===== src/rtl/store_buf.sv =====
// ---------------------------------------------------------------------------
// store_buf : posted-write buffer between the MEM stage and a slow data memory
//
// MEM-stage stores are retired into a DEPTH-entry circular FIFO in a single
// cycle. A two-state drain FSM presents the head entry to memory through a
// req/ack handshake. Loads in MEM see buffered data through a combinational
// youngest-match bypass. A store whose word address matches the youngest
// entry is coalesced into that entry instead of taking a new slot.
//
// Ports
//   clk       in   rising-edge clock
//   reset     in   asynchronous, active-low reset
//   wr_en     in   MEM-stage store valid
//   wr_addr   in   store byte address (word compare on [AW-1:2])
//   wr_data   in   store data
//   full      out  no free entry (store stall to the hazard unit)
//   empty     out  no entries
//   count     out  occupancy, 0..DEPTH
//   ld_addr   in   MEM-stage load address
//   ld_hit    out  some buffered entry matches the ld_addr word
//   ld_data   out  data of the youngest matching entry, 0 when no hit
//   mem_req   out  drain request to data memory
//   mem_addr  out  head entry address
//   mem_wdata out  head entry data
//   mem_ack   in   memory accepted the head entry this cycle
//   ovf       out  sticky flag: a store was dropped while full
// ---------------------------------------------------------------------------
module store_buf #(
  parameter int DEPTH = 4,
  parameter int AW    = 32,
  parameter int DW    = 32
) (
  input  logic                     clk,
  input  logic                     reset,
  input  logic                     wr_en,
  input  logic [AW-1:0]            wr_addr,
  input  logic [DW-1:0]            wr_data,
  output logic                     full,
  output logic                     empty,
  output logic [$clog2(DEPTH):0]   count,
  input  logic [AW-1:0]            ld_addr,
  output logic                     ld_hit,
  output logic [DW-1:0]            ld_data,
  output logic                     mem_req,
  output logic [AW-1:0]            mem_addr,
  output logic [DW-1:0]            mem_wdata,
  input  logic                     mem_ack,
  output logic                     ovf
);

  localparam int PW = $clog2(DEPTH);
  localparam int CW = PW + 1;

  typedef enum logic {
    IDLE = 1'b0,
    BUSY = 1'b1
  } state_e;

  // Storage and bookkeeping registers
  logic [AW-1:0]    addr_q [DEPTH];
  logic [DW-1:0]    data_q [DEPTH];
  logic [DEPTH-1:0] valid_q, valid_d;
  logic [PW-1:0]    head_q, head_d;
  logic [PW-1:0]    tail_q, tail_d;
  logic [CW-1:0]    count_q, count_d;
  state_e           state_q, state_d;
  logic             ovf_q, ovf_d;

  // Push/pop decode
  logic [PW-1:0]    youngIdx;
  logic             doCoalesce;
  logic             doPush;
  logic             doDrop;
  logic             doPop;

  // Bypass scan index
  logic [PW-1:0]    scanIdx;

  assign full      = (count_q == CW'(DEPTH));
  assign empty     = (count_q == '0);
  assign count     = count_q;
  assign ovf       = ovf_q;
  assign mem_req   = (state_q == BUSY);
  assign mem_addr  = addr_q[head_q];
  assign mem_wdata = data_q[head_q];

  // Coalescing requires at least two entries so the youngest entry can never
  // be the head that is currently being presented to memory. full is the
  // registered flag, so an ack in the same cycle does not make room for a push.
  assign youngIdx   = tail_q - PW'(1);
  assign doCoalesce = wr_en && (count_q >= CW'(2)) &&
                      (addr_q[youngIdx][AW-1:2] == wr_addr[AW-1:2]);
  assign doPush     = wr_en && !doCoalesce && !full;
  assign doDrop     = wr_en && !doCoalesce && full;
  assign doPop      = (state_q == BUSY) && mem_ack;

  // Next-state for pointers, occupancy, valid bits and the sticky overflow flag
  always_comb begin
    head_d  = head_q;
    tail_d  = tail_q;
    count_d = count_q;
    valid_d = valid_q;
    ovf_d   = ovf_q;
    if (doPop) begin
      head_d           = head_q + PW'(1);
      valid_d[head_q]  = 1'b0;
    end
    if (doPush) begin
      tail_d           = tail_q + PW'(1);
      valid_d[tail_q]  = 1'b1;
    end
    if (doPush && !doPop) begin
      count_d = count_q + CW'(1);
    end else if (doPop && !doPush) begin
      count_d = count_q - CW'(1);
    end
    if (doDrop) begin
      ovf_d = 1'b1;
    end
  end

  // Drain FSM: BUSY exactly while the buffer holds entries after this edge,
  // which gives a one-cycle push-to-request latency and keeps the head stable
  // until it is acknowledged.
  always_comb begin
    state_d = state_q;
    unique case (state_q)
      IDLE: if (count_d != '0) state_d = BUSY;
      BUSY: if (count_d == '0) state_d = IDLE;
      default: state_d = IDLE;
    endcase
  end

  // State and bookkeeping registers
  always_ff @(posedge clk or negedge reset) begin
    if (!reset) begin
      state_q <= IDLE;
      head_q  <= '0;
      tail_q  <= '0;
      count_q <= '0;
      valid_q <= '0;
      ovf_q   <= 1'b0;
    end else begin
      state_q <= state_d;
      head_q  <= head_d;
      tail_q  <= tail_d;
      count_q <= count_d;
      valid_q <= valid_d;
      ovf_q   <= ovf_d;
    end
  end

  // Entry array: a new store lands at the tail, a coalesced store overwrites
  // only the data of the youngest entry.
  always_ff @(posedge clk or negedge reset) begin
    if (!reset) begin
      for (int i = 0; i < DEPTH; i++) begin
        addr_q[i] <= '0;
        data_q[i] <= '0;
      end
    end else begin
      if (doPush) begin
        addr_q[tail_q] <= wr_addr;
        data_q[tail_q] <= wr_data;
      end
      if (doCoalesce) begin
        data_q[youngIdx] <= wr_data;
      end
    end
  end

  // Load bypass: scan from the head (oldest) towards the tail so that the
  // last match found is the youngest one. The in-flight head is included.
  always_comb begin
    ld_hit  = 1'b0;
    ld_data = '0;
    scanIdx = head_q;
    for (int k = 0; k < DEPTH; k++) begin
      scanIdx = head_q + PW'(k);
      if (valid_q[scanIdx] && (addr_q[scanIdx][AW-1:2] == ld_addr[AW-1:2])) begin
        ld_hit  = 1'b1;
        ld_data = data_q[scanIdx];
      end
    end
  end

endmodule


===== config.mk =====
export PLATFORM = sky130hd
export DESIGN_NAME = store_buf
export DESIGN_NICKNAME = d
export VERILOG_FILES = /design/src/rtl/store_buf.sv
export SDC_FILE = /design/constraint.sdc
export NUM_CORES = 1
export LEC_CHECK = 0
export BUFFER_PORTS_ARGS = -buffer_cell sky130_fd_sc_hd__buf_4
export CAP_MARGIN = 20
export CORE_ASPECT_RATIO = 0.7
export CORE_MARGIN = 1.5
export CORE_UTILIZATION = 35
export DETAILED_ROUTE_END_ITERATION = 7
export MAX_ROUTING_LAYER = met4
export PLACE_DENSITY = 0.58
export SYNTH_ARGS = -nofsm -noshare
export SYNTH_HDL_FRONTEND = slang
export SYNTH_SLANG_ARGS = --single-unit

===== constraint.sdc =====
create_clock -name clk -period 8.93 [get_ports clk]
set_input_delay 1.786 -clock clk [delete_from_list [all_inputs] [get_ports clk]]
set_output_delay 1.786 -clock clk [all_outputs]
set_load 0.01 [all_outputs]

-- After elaboration in Yosys (flattened, before gate mapping)
Index checks and enable logic that the tools add are counted.
- flip-flop bits (word level): 269
- memories: 0
- RAM bits: 0
- memory bits (read-only): 0
- bits in latches: 0
- logic and storage cells: 139
- bits of input ports: 100
- bitwise gates (word level): 10
- mux-type cells: 63
- shifts and indexed selects: 0
- $lt $le $gt $ge: 16
- reduce and logical (&&, ||, !) cells: 23
- $mul: 0
- div/mod/pow operators: 0
- add/sub/neg operators: 7
- eq/ne operators: 6
- operators by type and width (cell ; count):
    $mux 32 ; 24
    $bmux 32 s2 ; 9
    $bwmux 128 ; 3
    $mux 128 ; 2
    $eq 30x30->1 ; 5
    $demux 32 s2 ; 2
    $ge 3x3->1 const B ; 6
    $not 2->3 ; 6
    $logic_and 1x1->1 ; 16
    $lt 2x3->1 const B ; 5
    $mux 1 ; 12
    $bmux 1 s2 ; 4
    $mux 4 ; 2
    $logic_not 3->1 ; 2
    $lt 3x1->1 const B ; 2
    $mux 3 ; 2
    $add 2x1->2 const B ; 2
    $add 2x2->2 const B ; 2
    $and 4x4->4 ; 1
    $demux 1 s2 ; 2
    $ge 2x1->1 const B ; 2
    $logic_not 1->1 ; 4
    $not 4->4 ; 1
    $or 4x4->4 ; 1
    other kinds (8) ; 8

-- Longest topological paths before layout
- depth after elaboration: 17
- mapped depth: 18

-- Worst setup path after synthesis
Ideal clock, no wire load.
- path type: reg2out
- from: register head_q[1]
- to: output ld_data[10]
- slack: 2.970 ns
- data required time: 7.144 ns
- stages on the path, launching flop included: 19
- path buffers: 8
- data arrival time: 4.174 ns
- cells stage by stage: dfrtp_1 > buf_4 > buf_2 > buf_2 > buf_2 > inv_1 > ha_1 > buf_2 > buf_1 > mux2i_1 > nor2_1 > nor3_1 > nand4_1 > a2111oi_0 > nor3b_1 > buf_2 > buf_4 > mux2i_1 > a22oi_1
- longest elaborated chain between the ends: 10
- elaborated cells on any way between the ends: 51
- RTL lines (element ; RTL line ; RTL):
    start: declaration ; 63 ; logic [PW-1:0] head_q, head_d;
    start signal: assignment ; 138 ; head_q <= '0;
    start signal: assignment ; 145 ; head_q <= head_d;
    $add 2x1->2 / $not 2->3 (equally long branches) ; 179, 180, 182 ;
    $not 2->3 (implied by the code) / $bmux 32 s2 (equally long branches) ; 180, 182 ;
    $bmux 32 s2 / $mux 32 (equally long branches) ; 180 ; if (valid_q[scanIdx] && (addr_q[scanIdx][AW-1:2] == ld_addr[AW-1:2])) begin
    $mux 32 (implied by the code) ; 180 ;
    $mux 32 (implied by the code) / $eq 30x30->1 (equally long branches) ; 180 ;
    $eq 30x30->1 / $logic_and 1x1->1 (equally long branches) ; 180 ;
    $logic_and 1x1->1 / $mux 32 (equally long branches) ; 180 ;
    $mux 32 (2 in series) ; 180 ;
    $mux 32 * ; 180 ;
    end: declaration ; 43 ; output logic [DW-1:0] ld_data,
Every way passes the cells marked *; elsewhere a longest branch is shown, timed or not. The select of a mux whose other input is x is not followed.

-- Worst setup path after layout
- from: register head_q[1]
- to: output ld_data[15]
The elaborated chain is that of the path after synthesis.

==> impl_metrics.env <==
export IMPL_status="completed"
export IMPL_wl_per_cell_microns=26.51
export IMPL_cts_hold_fix_buffers=0
export IMPL_area_growth_pct=15.44
export IMPL_clkTransAtPathRegs_ns=0.06
export IMPL_p_leak_nw=9.712
export IMPL_ant_nets=0
export IMPL_die_x_microns=296.6
export IMPL_fmax_mhz=132.5
export IMPL_syn_nets=1659
export IMPL_drc=0
export IMPL_drt_iter0_drc=1241
export IMPL_finalSetupViolations=0
export IMPL_post_cts_setup_buffers=0
export IMPL_syn_mean_instance_area_sq_um=13.65
export IMPL_viasPerCell=5.967
export IMPL_crit_path_top_delay_cell="dfrtp_4"
export IMPL_grt_pass1_wl_microns=100800
export IMPL_drive_gt1_frac=0.4830
export IMPL_synthDistinctLibCells=56
export IMPL_dr_pass1_iters=5
export IMPL_nNetsFinal=1793
export IMPL_cts_buffer_depth=3
export IMPL_worstSetupStartpointType="flop"
export IMPL_cap_violations=0
export IMPL_cp_max_fo=47
export IMPL_cts_tree="done"
export IMPL_grt_pass1_vias=15228
export IMPL_n_fill_cell=5552
export IMPL_stdcell_area_sq_um=24370
export IMPL_io_pins=204
export IMPL_place_area_sq_um=23220
export IMPL_fin_crit_sh=0.8451
export IMPL_critPathMaxStageDelay_ns=0.89
export IMPL_fp_coreArea_sq_um=59780
export IMPL_yosysSeqAreaShare=0.3188
export IMPL_p_per_area_nw_per_um2=477.9
export IMPL_vias=15014
export IMPL_grt_max_degree=143
export IMPL_layout_min_cycle_time_ns=7.547
export IMPL_synth_area_sq_um=21110
export IMPL_final_util=0.4077
export IMPL_rsz0062_at_grt="false"
export IMPL_gp_congestion=0.9543
export IMPL_p_total_w=0.01165
export IMPL_die_area_sq_um=61830
export IMPL_setup_tns_ns=0
export IMPL_start_util=0.3532
export IMPL_crit_path_cell_trace="inv_1, ha_4, buf_4, mux4_2, xor2_1, nor4_1, nand4_1, nor3b_2, buf_4, mux2i_1, a22oi_1, buf_4"
export IMPL_clk_latency_ns=0.55
export IMPL_yosysWarnings=0
export IMPL_wl_microns=66690
export IMPL_cts_root_buf="clkbuf_16"
export IMPL_die_h_microns=208.5
export IMPL_numCtsBuffers=35
export IMPL_grt_overflow_total=0
export IMPL_async_flop_share=1.000
export IMPL_crit_path_end_kind="output pin"
export IMPL_hold_viol=0
export IMPL_dp_hpwl_microns=45650
export IMPL_cts_htree_levels=2
export IMPL_antenna_found_initial=4
export IMPL_slew_violations=0
export IMPL_relSlewSlack=0.2579
export IMPL_syn_instance_count=1547
export IMPL_clock_sinks=269
export IMPL_critPathArrivalTime_ns=5.76
export IMPL_fin_worst_skew_ns=0.03305
export IMPL_synthFlopType="dfrtp_1"
export IMPL_num_rows=75
export IMPL_synth_seq_cells=269
export IMPL_crit_type="reg2out"
export IMPL_synth_edf_count=0
export IMPL_hold_class="reg2reg"
export IMPL_cp_data_required_time_ns=7.14
export IMPL_portBuffers=201
export IMPL_track_usage=0.2245
export IMPL_crit_top_cell="buf_4"
export IMPL_cts_resized=0
export IMPL_peakVddDrop_v=0.0002521
export IMPL_tightest_slew_ns=1.103
per-layer routing:
metal | vias up | part of all wire | track usage
li1 | 6373 | - | -
met1 | 7969 | 0.45 | 0.3204
met2 | 588 | 0.44 | 0.3101
met3 | 84 | 0.096 | 0.07040
met4 | 0 | 0.018 | 0.04909
met5 | - | 0 | -
cells by family (layout without fill, tap and decap cells):
group / count (synthesis) / in the layout / share of synthesized area
xor gates and xnor gates: 137 / 137 / 0.05683
DFF: 269 / 269 / 0.3188
muxes: 626 / 626 / 0.4789
and+or+nand+nor: 205 / 205 / 0.05351
AOI/OAI and AO/OA: 143 / 143 / 0.04753
adders and majority gates: 12 / 12 / 0.007111
buffers and inverters: 155 / 312 / 0.03733
other: 0 / 4 / 0
cell type report:
class	instances	area, sq um	area share
Clock buffer	45	973.4	0.03994
Antenna cell	4	10.01	0.0004107
Tap cell	808	1011	0.04148
Clock inverter	15	142.6	0.005852
Multi-Input combinational cell	1123	13640	0.5598
Inverter	21	78.83	0.003234
Sequential cell	269	6740	0.2765
Timing Repair Buffer	231	1774	0.07279
power by group:
group | switching, W | leakage (nW) | internal (W) | total (W)
Sequential | 0.000938 | 3.18 | 0.00185 | 0.00279
Clock | 0.000583 | 0.544 | 0.000828 | 0.00141
Combinational | 0.00341 | 5.99 | 0.00404 | 0.00745
critical path: cells and delay by family (launching register included):
kind | cells | cell delay [ns]
compound gates | 1 | 0.28
xor+xnor | 1 | 0.17
fa+ha+maj | 1 | 0.82
buf+inv | 4 | 1.46
flops | 1 | 0.89
mux | 2 | 0.53
simple gates | 3 | 0.97
worst paths after layout:
path	startpoint	cells after the start	slack [ns]	to
setup reg to reg	tail_q[0]	14	3.05	addr_q[110]
hold reg to reg	ovf	1	0.48	ovf
max in group asynchronous	reset	2	6.38	head_q[1]
min in group asynchronous	reset	1	1.16	addr_q[80]
setup / recovery	head_q[1]	12	1.38	ld_data[15]
hold / removal	ovf	1	0.48	ovf
cells in the mapped netlist (all sizes together) (2+ instances only):
cell type	n	area, sq um
o21ai	42	210.2
ha	12	150.1
a41oi	2	17.52
nor3b	2	15.01
mux2i	109	1091
buf	90	544.3
or4b	2	20.02
a22oi	34	255.2
clkbuf	44	165.2
nor4	17	112.6
nand2b	38	237.7
o22a	2	17.52
nand3b	2	15.01
a2bb2oi	3	26.28
nor3	6	30.03
xor2	44	385.4
mux2	263	3299
a222oi	2	20.02
and2	3	18.77
a211oi	4	30.03
a21oi	13	65.06
o22ai	7	43.79
o211ai	7	52.55
a2111oi	4	36.29
nor2	20	75.07
a22o	6	78.83
nor2b	3	18.77
nand3	4	20.02
nand2	45	168.9
o221ai	4	35.03
dfrtp	269	6731
or4	3	22.52
mux4	254	5720
o2111ai	4	35.03
nand4	25	156.4
inv	20	75.07
o31ai	2	15.01
and3	33	206.5
xnor2	93	814.5
cell usage in the layout, fill, tap and decap left out, types with 4 or more instances in the layout:
cell type and n:
diode_2 4, clkbuf_1 4, mux4_2 254, mux2i_1 109
o221ai_1 4, a21oi_1 13, nand2_2 4, clkbuf_8 6
dfrtp_1 266, nor4_1 16, nand4_1 25, nand2_1 41
buf_4 228, clkbuf_16 35, o21ai_0 42, nand3_1 4
inv_1 20, and3_1 33, xor2_1 44, o2111ai_1 4
clkinv_2 7, nor3_1 6, mux2_2 173, ha_1 10
o22ai_1 7, o211ai_1 7, a22oi_1 34, mux2_4 90
nor2_1 20, nand2b_1 38, clkinvlp_4 4, xnor2_1 93
registers in the layout, indices dropped and copies added (netlist names):
register	cells
data_q	128
ovf	1
addr_q	128
head_q	2
tail_q	2
mem_req	1
count	3
valid_q	4
metrics by stage:
stage,setup slack (ns),hold slack [ns],instances
6_report,1.383,0.4792,2516
5_1_grt,0.9649,0.5181,2516
4_1_cts,1.355,0.4882,2511
3_5_place_dp,1.984,0.4672,2451
3_3_place_gp,2.063,0.4603,2451
2_1_floorplan,2.970,0.4739,1547
Power figures use the tool's default switching activity.
